## config.mk

```make
export PLATFORM = sky130hd
export DESIGN_NAME = cam_ram_writer
export DESIGN_NICKNAME = d
export VERILOG_FILES = /design/src/rtl/cam_ram_writer.sv
export SDC_FILE = /design/constraint.sdc
export NUM_CORES = 2
export LEC_CHECK = 0
export CAP_MARGIN = 5
export CORE_ASPECT_RATIO = 0.6
export CORE_MARGIN = 10
export CORE_UTILIZATION = 45
export CTS_CLUSTER_SIZE = 30
export DETAILED_ROUTE_END_ITERATION = 10
export GPL_ROUTABILITY_DRIVEN = 0
export MAX_ROUTING_LAYER = met4
export PLACE_DENSITY = 0.66
export SYNTH_ARGS = -nofsm -noshare
export SYNTH_HDL_FRONTEND = slang
export SYNTH_SLANG_ARGS = --single-unit
```

## constraint.sdc

```tcl
create_clock -name clk -period 30.2 [get_ports clk]
set_clock_uncertainty 0.15 [all_clocks]
set_input_delay 7.55 -clock clk [delete_from_list [all_inputs] [get_ports clk]]
set_output_delay 7.55 -clock clk [all_outputs]
set_load 0.05 [all_outputs]
```

## src/rtl/cam_ram_writer.sv

```systemverilog
// Streams 288-bit CAM entries into a 36-bit-wide RAM as eight consecutive words.
// A one-deep pending buffer lets the next entry start right after the current one.
module cam_ram_writer #(
    parameter int CAM_DEPTH = 1024,
    parameter int ADDR_W    = $clog2(CAM_DEPTH)
) (
    input  logic              clk,
    input  logic              reset,
    input  logic              req_valid,
    output logic              req_ready,
    input  logic [ADDR_W-1:0] req_index,
    input  logic [287:0]      req_data,
    output logic [ADDR_W+2:0] addra,
    output logic              wea,
    output logic [35:0]       dina,
    output logic              wr_busy,
    output logic [ADDR_W-1:0] wr_busy_index,
    output logic              wr_done,
    output logic              wr_err,
    output logic [15:0]       wr_count
);
    localparam int WW = 36;
    localparam logic [ADDR_W:0] DEPTH_W = (ADDR_W+1)'(CAM_DEPTH);

    typedef enum logic {IDLE, WRITE} state_t;

    state_t              state_q, state_d;
    logic [2:0]          word_q, word_d;
    logic [ADDR_W-1:0]   idx_q, idx_d;
    logic [287:0]        data_q, data_d;
    logic                pb_full_q, pb_full_d;
    logic [ADDR_W-1:0]   pb_idx_q, pb_idx_d;
    logic [287:0]        pb_data_q, pb_data_d;
    logic [ADDR_W+2:0]   addra_q, addra_d;
    logic                wea_q, wea_d;
    logic [35:0]         dina_q, dina_d;
    logic                wr_done_q, wr_done_d;
    logic                wr_err_q, wr_err_d;
    logic [15:0]         wr_count_q, wr_count_d;

    logic accept, in_range;

    assign req_ready = ~pb_full_q;
    assign accept    = req_valid & ~pb_full_q;
    assign in_range  = {1'b0, req_index} < DEPTH_W;

    always_comb begin
        state_d    = state_q;
        word_d     = word_q;
        idx_d      = idx_q;
        data_d     = data_q;
        pb_full_d  = pb_full_q;
        pb_idx_d   = pb_idx_q;
        pb_data_d  = pb_data_q;
        wr_done_d  = 1'b0;
        wr_err_d   = accept & ~in_range;
        wr_count_d = wr_count_q;
        wea_d      = 1'b0;
        addra_d    = addra_q;
        dina_d     = dina_q;

        case (state_q)
            IDLE: begin
                if (accept && in_range) begin
                    state_d = WRITE;
                    word_d  = 3'd0;
                    idx_d   = req_index;
                    data_d  = req_data;
                end
            end
            WRITE: begin
                if (word_q != 3'd7) begin
                    word_d = word_q + 3'd1;
                    if (accept && in_range) begin
                        pb_full_d = 1'b1;
                        pb_idx_d  = req_index;
                        pb_data_d = req_data;
                    end
                end else begin
                    wr_done_d  = 1'b1;
                    wr_count_d = wr_count_q + 16'd1;
                    word_d     = 3'd0;
                    // Chain the next entry with no idle cycle: buffered one first,
                    // otherwise a request arriving on the last word goes straight in.
                    if (pb_full_q) begin
                        idx_d     = pb_idx_q;
                        data_d    = pb_data_q;
                        pb_full_d = 1'b0;
                    end else if (accept && in_range) begin
                        idx_d  = req_index;
                        data_d = req_data;
                    end else begin
                        state_d = IDLE;
                    end
                end
            end
            default: state_d = IDLE;
        endcase

        // RAM port is registered from next-state values so it lines up with state_q.
        if (state_d == WRITE) begin
            wea_d   = 1'b1;
            addra_d = {idx_d, word_d};
            dina_d  = data_d[int'(word_d)*WW +: WW];
        end
    end

    always_ff @(posedge clk or posedge reset) begin
        if (reset) begin
            state_q    <= IDLE;
            word_q     <= '0;
            idx_q      <= '0;
            data_q     <= '0;
            pb_full_q  <= 1'b0;
            pb_idx_q   <= '0;
            pb_data_q  <= '0;
            addra_q    <= '0;
            wea_q      <= 1'b0;
            dina_q     <= '0;
            wr_done_q  <= 1'b0;
            wr_err_q   <= 1'b0;
            wr_count_q <= '0;
        end else begin
            state_q    <= state_d;
            word_q     <= word_d;
            idx_q      <= idx_d;
            data_q     <= data_d;
            pb_full_q  <= pb_full_d;
            pb_idx_q   <= pb_idx_d;
            pb_data_q  <= pb_data_d;
            addra_q    <= addra_d;
            wea_q      <= wea_d;
            dina_q     <= dina_d;
            wr_done_q  <= wr_done_d;
            wr_err_q   <= wr_err_d;
            wr_count_q <= wr_count_d;
        end
    end

    assign addra         = addra_q;
    assign wea           = wea_q;
    assign dina          = dina_q;
    assign wr_busy       = (state_q == WRITE);
    assign wr_busy_index = idx_q;
    assign wr_done       = wr_done_q;
    assign wr_err        = wr_err_q;
    assign wr_count      = wr_count_q;

endmodule

```

== Word-level counts from Yosys, hierarchy flattened ==
Cells that the tools add are included.
Cells by class
  add/sub/neg operators: 2
  multipliers: 1
  eq/ne operators: 2
  shift operators: 1
  muxes and demuxes: 20
  bitwise operators: 4
  reductions and logical operators: 3
Operator list (number)
  two-way mux 288 bit: 3
  case mux 288 bit (2 select lines): 1
  indexed part select 288 x 10 -> 36 bit: 1
  two-way mux 10 bit: 3
  case mux 10 bit (2 select lines): 1
  adder 16 x 1 -> 16 bit (second input constant): 1
  two-way mux 1 bit: 8
  multiplier 3 x 4 -> 7 bit (second input constant): 1
  two-way mux 3 bit: 2
  case mux 3 bit (2 select lines): 1
  AND reduction 2 bit: 2
  adder 3 x 1 -> 3 bit (second input constant): 1
  != test 3 bit (second input constant): 1
  NOT 1 bit: 3
  AND reduction 3 bit: 1
  != test 2 bit (second input constant): 1
  case mux 1 bit (2 select lines): 1
  bitwise AND 1 bit: 1
Word-level totals
  flip-flop bits (word level): 668
  bits of input ports: 301
  logic and storage cells: 45

== Logic depth before layout (Yosys ltp) ==
  depth in word-level cells: 7
  gate-level depth with buffers: 13
  gate-level depth less buffers: 9

== Least setup slack after synthesis ==
OpenSTA, ideal clock, no wires.
  path kind: input to register
  start point: input port req_valid
  end point: register dina_q[1] (netlist: dina[1])
  library setup time: 0.133 ns
  data arrival time: 9.026 ns
  data required time: 29.917 ns
  setup slack: 20.891 ns
  stages on the path: 8
  path buffers: 2
  cells stage by stage: buf_2 -> or3b_2 -> o211ai_2 -> nor3_2 -> buf_2 -> and2_0 -> a221oi_1 -> nand3_1
On the way
  cells in the longest elaborated chain, start to end: 6
  elaborated cells on any way between the ends: 13
  those cells by class: 1 x mul; 1 x shift; 10 x mux; 1 x bitwise
Ends and longest elaborated chain
  start, declared: RTL line 9  | input logic req_valid,
  bitwise AND 1 bit *: RTL line 44  | assign accept = req_valid & ~pb_full_q;
  branches (longest 5 deep; another with multiplier 3 x 4 -> 7 bit)
  end signal, assigned: RTL line 133  | dina_q <= dina_d;
  end, declared: RTL line 36  | logic [35:0] dina_q, dina_d;
Every way passes the cells marked *.
A chain may end at the register's enable or synchronous reset.

==> results.tsv <==
metric	value	unit
async_flop_share	100.0	%
synth_edf_count	0	
ctsHoldBuffers	0	
arrival	12.04	ns
yosys_most_used_dff	dfrtp_1	
post-route-min-period	11.58	ns
cts.sink_count	667	
synth_top_area_share	51.83	%
required	30.66	ns
crit_path_start	reset	
gr-usage-all-layers	28.24	%
io_buffers	379	
seqPwrFrac	34.0	%
cts_tree	yes	
netlist_area	0.03221	mm²
r2r_end	pb_data_q[268]	
netlist_top_cells_count	667 x dfrtp_1, 303 x mux2_2, 254 x nand2_1	
viasPerCell	6.552	
ys_seq_area_share	51.83	%
r2r_start	pb_full_q	
r2r_setup_slack	24.93	ns
antenna_found_initial	17	
yosysMostFrequentCell	dfrtp_1	
max_freq	86.39	MHz
synth_compound_area_share	20.37	%
nets	3437	
startpoint_type	input pin	
avgSynthCellArea	11.04	µm²
switching_share	41.67	%
grt.overflow.total	0	
hold_class	reg -> reg	
core_area	0.07038	mm²
synth_top_area_cell	dfrtp_1	
hold_depth	2	
synthesis.nets	3221	
status	finished clean	
antenna_left	0	
tightest_slew	1.375	ns
rsz0062_at_grt	false	
critPathMaxFanout	112	
htreeDepth	3	
slew_headroom	8.129	%
synth-simple-area-share	9.448	%
synth_top_family_by_area	compound AO/OA/AOI/OAI gates	
routed_wl	117400	µm
drc	0	
synth_warnings	0	
start_util	45.76	%
dr.pass1.iters	9	
rr_worst_depth	7	
grt_max_degree	164	
combPwrFrac	45.9	%
post_cts_buffers	0	
internal_power	2622	µW
endpoint	data_q[211]	
cts-root-buf	clkbuf_16	
clockBufferDepth	3	
grt_pass1_vias	27610	
synth-seq-cells	667	
muxShareOfSynthArea	12.59	%
synthDistinctLibCells	66	
first_iter_violations	3219	
die_x	365.4	µm
cap_violations	0	
dp_hpwl	75980	µm
cts_made_buffers	67	
ir_drop	0.08262	mV
clkTransAtPathRegs	0.07	ns
setup_tns	0	ns
synth-xor-area-share	0.4079	%
dieArea	0.08302	mm²
io_pins	381	
grt_pass1_wl	175900	µm
setup_viol_count_final	0	
switchingPower	1873	µW
chipHeight	227.2	µm
syn_to_final_growth	19.95	%
clk_latency	0.63	ns
p_total	4495	µW
fp-row-count	75	
drive_gt1_share	16.39	%
powerDensity	116.4	mW/mm²
path_class	in -> async	
timing.final.crit_share	38.33	%
leakagePower	0.01646	µW
wire_per_inst	28.46	µm
synthCells	2916	
vias	27030	
synth_fa_ha_area_share	0.1554	%
end_kind	async pin	
hold_viol_final	0	
p_clk_share	20.2	%
cts-resized-gates	0	
synth_top_cells_by_area	dfrtp_1 52%, mux2_2 11%, o22ai_1 3.1%, nand2_1 3.0%, a22oi_1 2.2%	
slew_violations	0	
## cell usage in the layout, fill, tap and decap left out, types with 61 or more instances in the layout
cell / instances
o32ai_1: 77
mux2_2: 303
clkbuf_16: 69
a21oi_1: 117
clkdlybuf4s50_1: 378
o22ai_1: 161
o21ai_0: 91
a211oi_1: 61
a22oi_1: 96
inv_1: 63
dfrtp_1: 665
nand2_1: 253
nor2_1: 77
## through the flow
step / hold WS (ns) / utilization [%] / instances / setup WS (ns) / area (µm²)
floorplan: 0.2848 / - / 2916 / 3.805 / 32210
global placement: 0.2974 / 51.47 / 3987 / 17.94 / 36230
detailed placement: 0.3032 / 51.47 / 3987 / 17.80 / 36230
CTS: 0.3183 / 54.83 / 4109 / 18.46 / 38590
global route: 0.3411 / 54.88 / 4123 / 17.97 / 38630
finish: 0.3135 / 54.89 / 4125 / 18.62 / 38630
## power by group through the flow
stage | clock network [µW] | logic [µW] | registers [µW]
floorplan | 0 | 1300 | 1590
detailed placement | 0 | 2040 | 1530
global route | 954 | 2210 | 1570
global placement | 0 | 1980 | 1500
CTS | 917 | 2050 | 1520
finish | 907 | 2060 | 1530
## state kept, by name, summed over array words and instances (netlist names)
| name | flops |
|---|---|
| pb_full_q | 1 |
| addra | 13 |
| wr_done | 1 |
| wr_count | 16 |
| wr_busy_index | 10 |
| dina | 36 |
| data_q | 288 |
| pb_idx_q | 10 |
| word_q | 3 |
| pb_data_q | 288 |
| wr_busy | 1 |
## critical path, stage by stage
cell	delay [ns]
clkdlybuf4s50_1	0.49
inv_8	0.52
buf_4	0.93
buf_4	0.73
buf_4	0.67
buf_4	0.87
## routing by layer
layer / track usage, % / vias to the layer above / part of all wire (%)
li1: - / 11510 / -
met1: 36.45 / 13940 / 42
met2: 42.56 / 1346 / 46
met3: 7.702 / 227 / 9.3
met4: 10.13 / 0 / 3.4
met5: - / - / 0
## how the worst min path moves through the flow
stage                               from  slack (ns)              to
after floorplan                data_q[0]        0.28       data_q[0]
after global placement        data_q[19]        0.30      data_q[19]
after detailed placement      data_q[12]        0.30      data_q[12]
after CTS                     data_q[12]        0.32      data_q[12]
after global routing      pb_data_q[249]        0.34  pb_data_q[249]
final                         data_q[26]        0.31      data_q[26]
## cells by family (layout without fill, tap and decap cells)
logic type,Yosys count,after routing
buffers and inverters,348,617
other,1,17
muxes,366,366
adders and majority gates,4,4
and+or+nand+nor,614,614
DFF,667,667
AOI/OAI and AO/OA,901,901
xor gates and xnor gates,15,15
## layout make-up
| cell class | count | area (µm²) |
|---|---|---|
| multi-input cells | 1901 | 13930 |
| flip-flops and latches | 667 | 16700 |
| well taps | 924 | 1156 |
| repair buffers | 426 | 4169 |
| fillers | 5887 | 31750 |
| inverters | 69 | 271.5 |
| clock inverters | 21 | 347.8 |
| clock buffers | 101 | 2017 |
| diodes | 16 | 40.04 |
No activity file was read; power rests on OpenSTA's default activity.
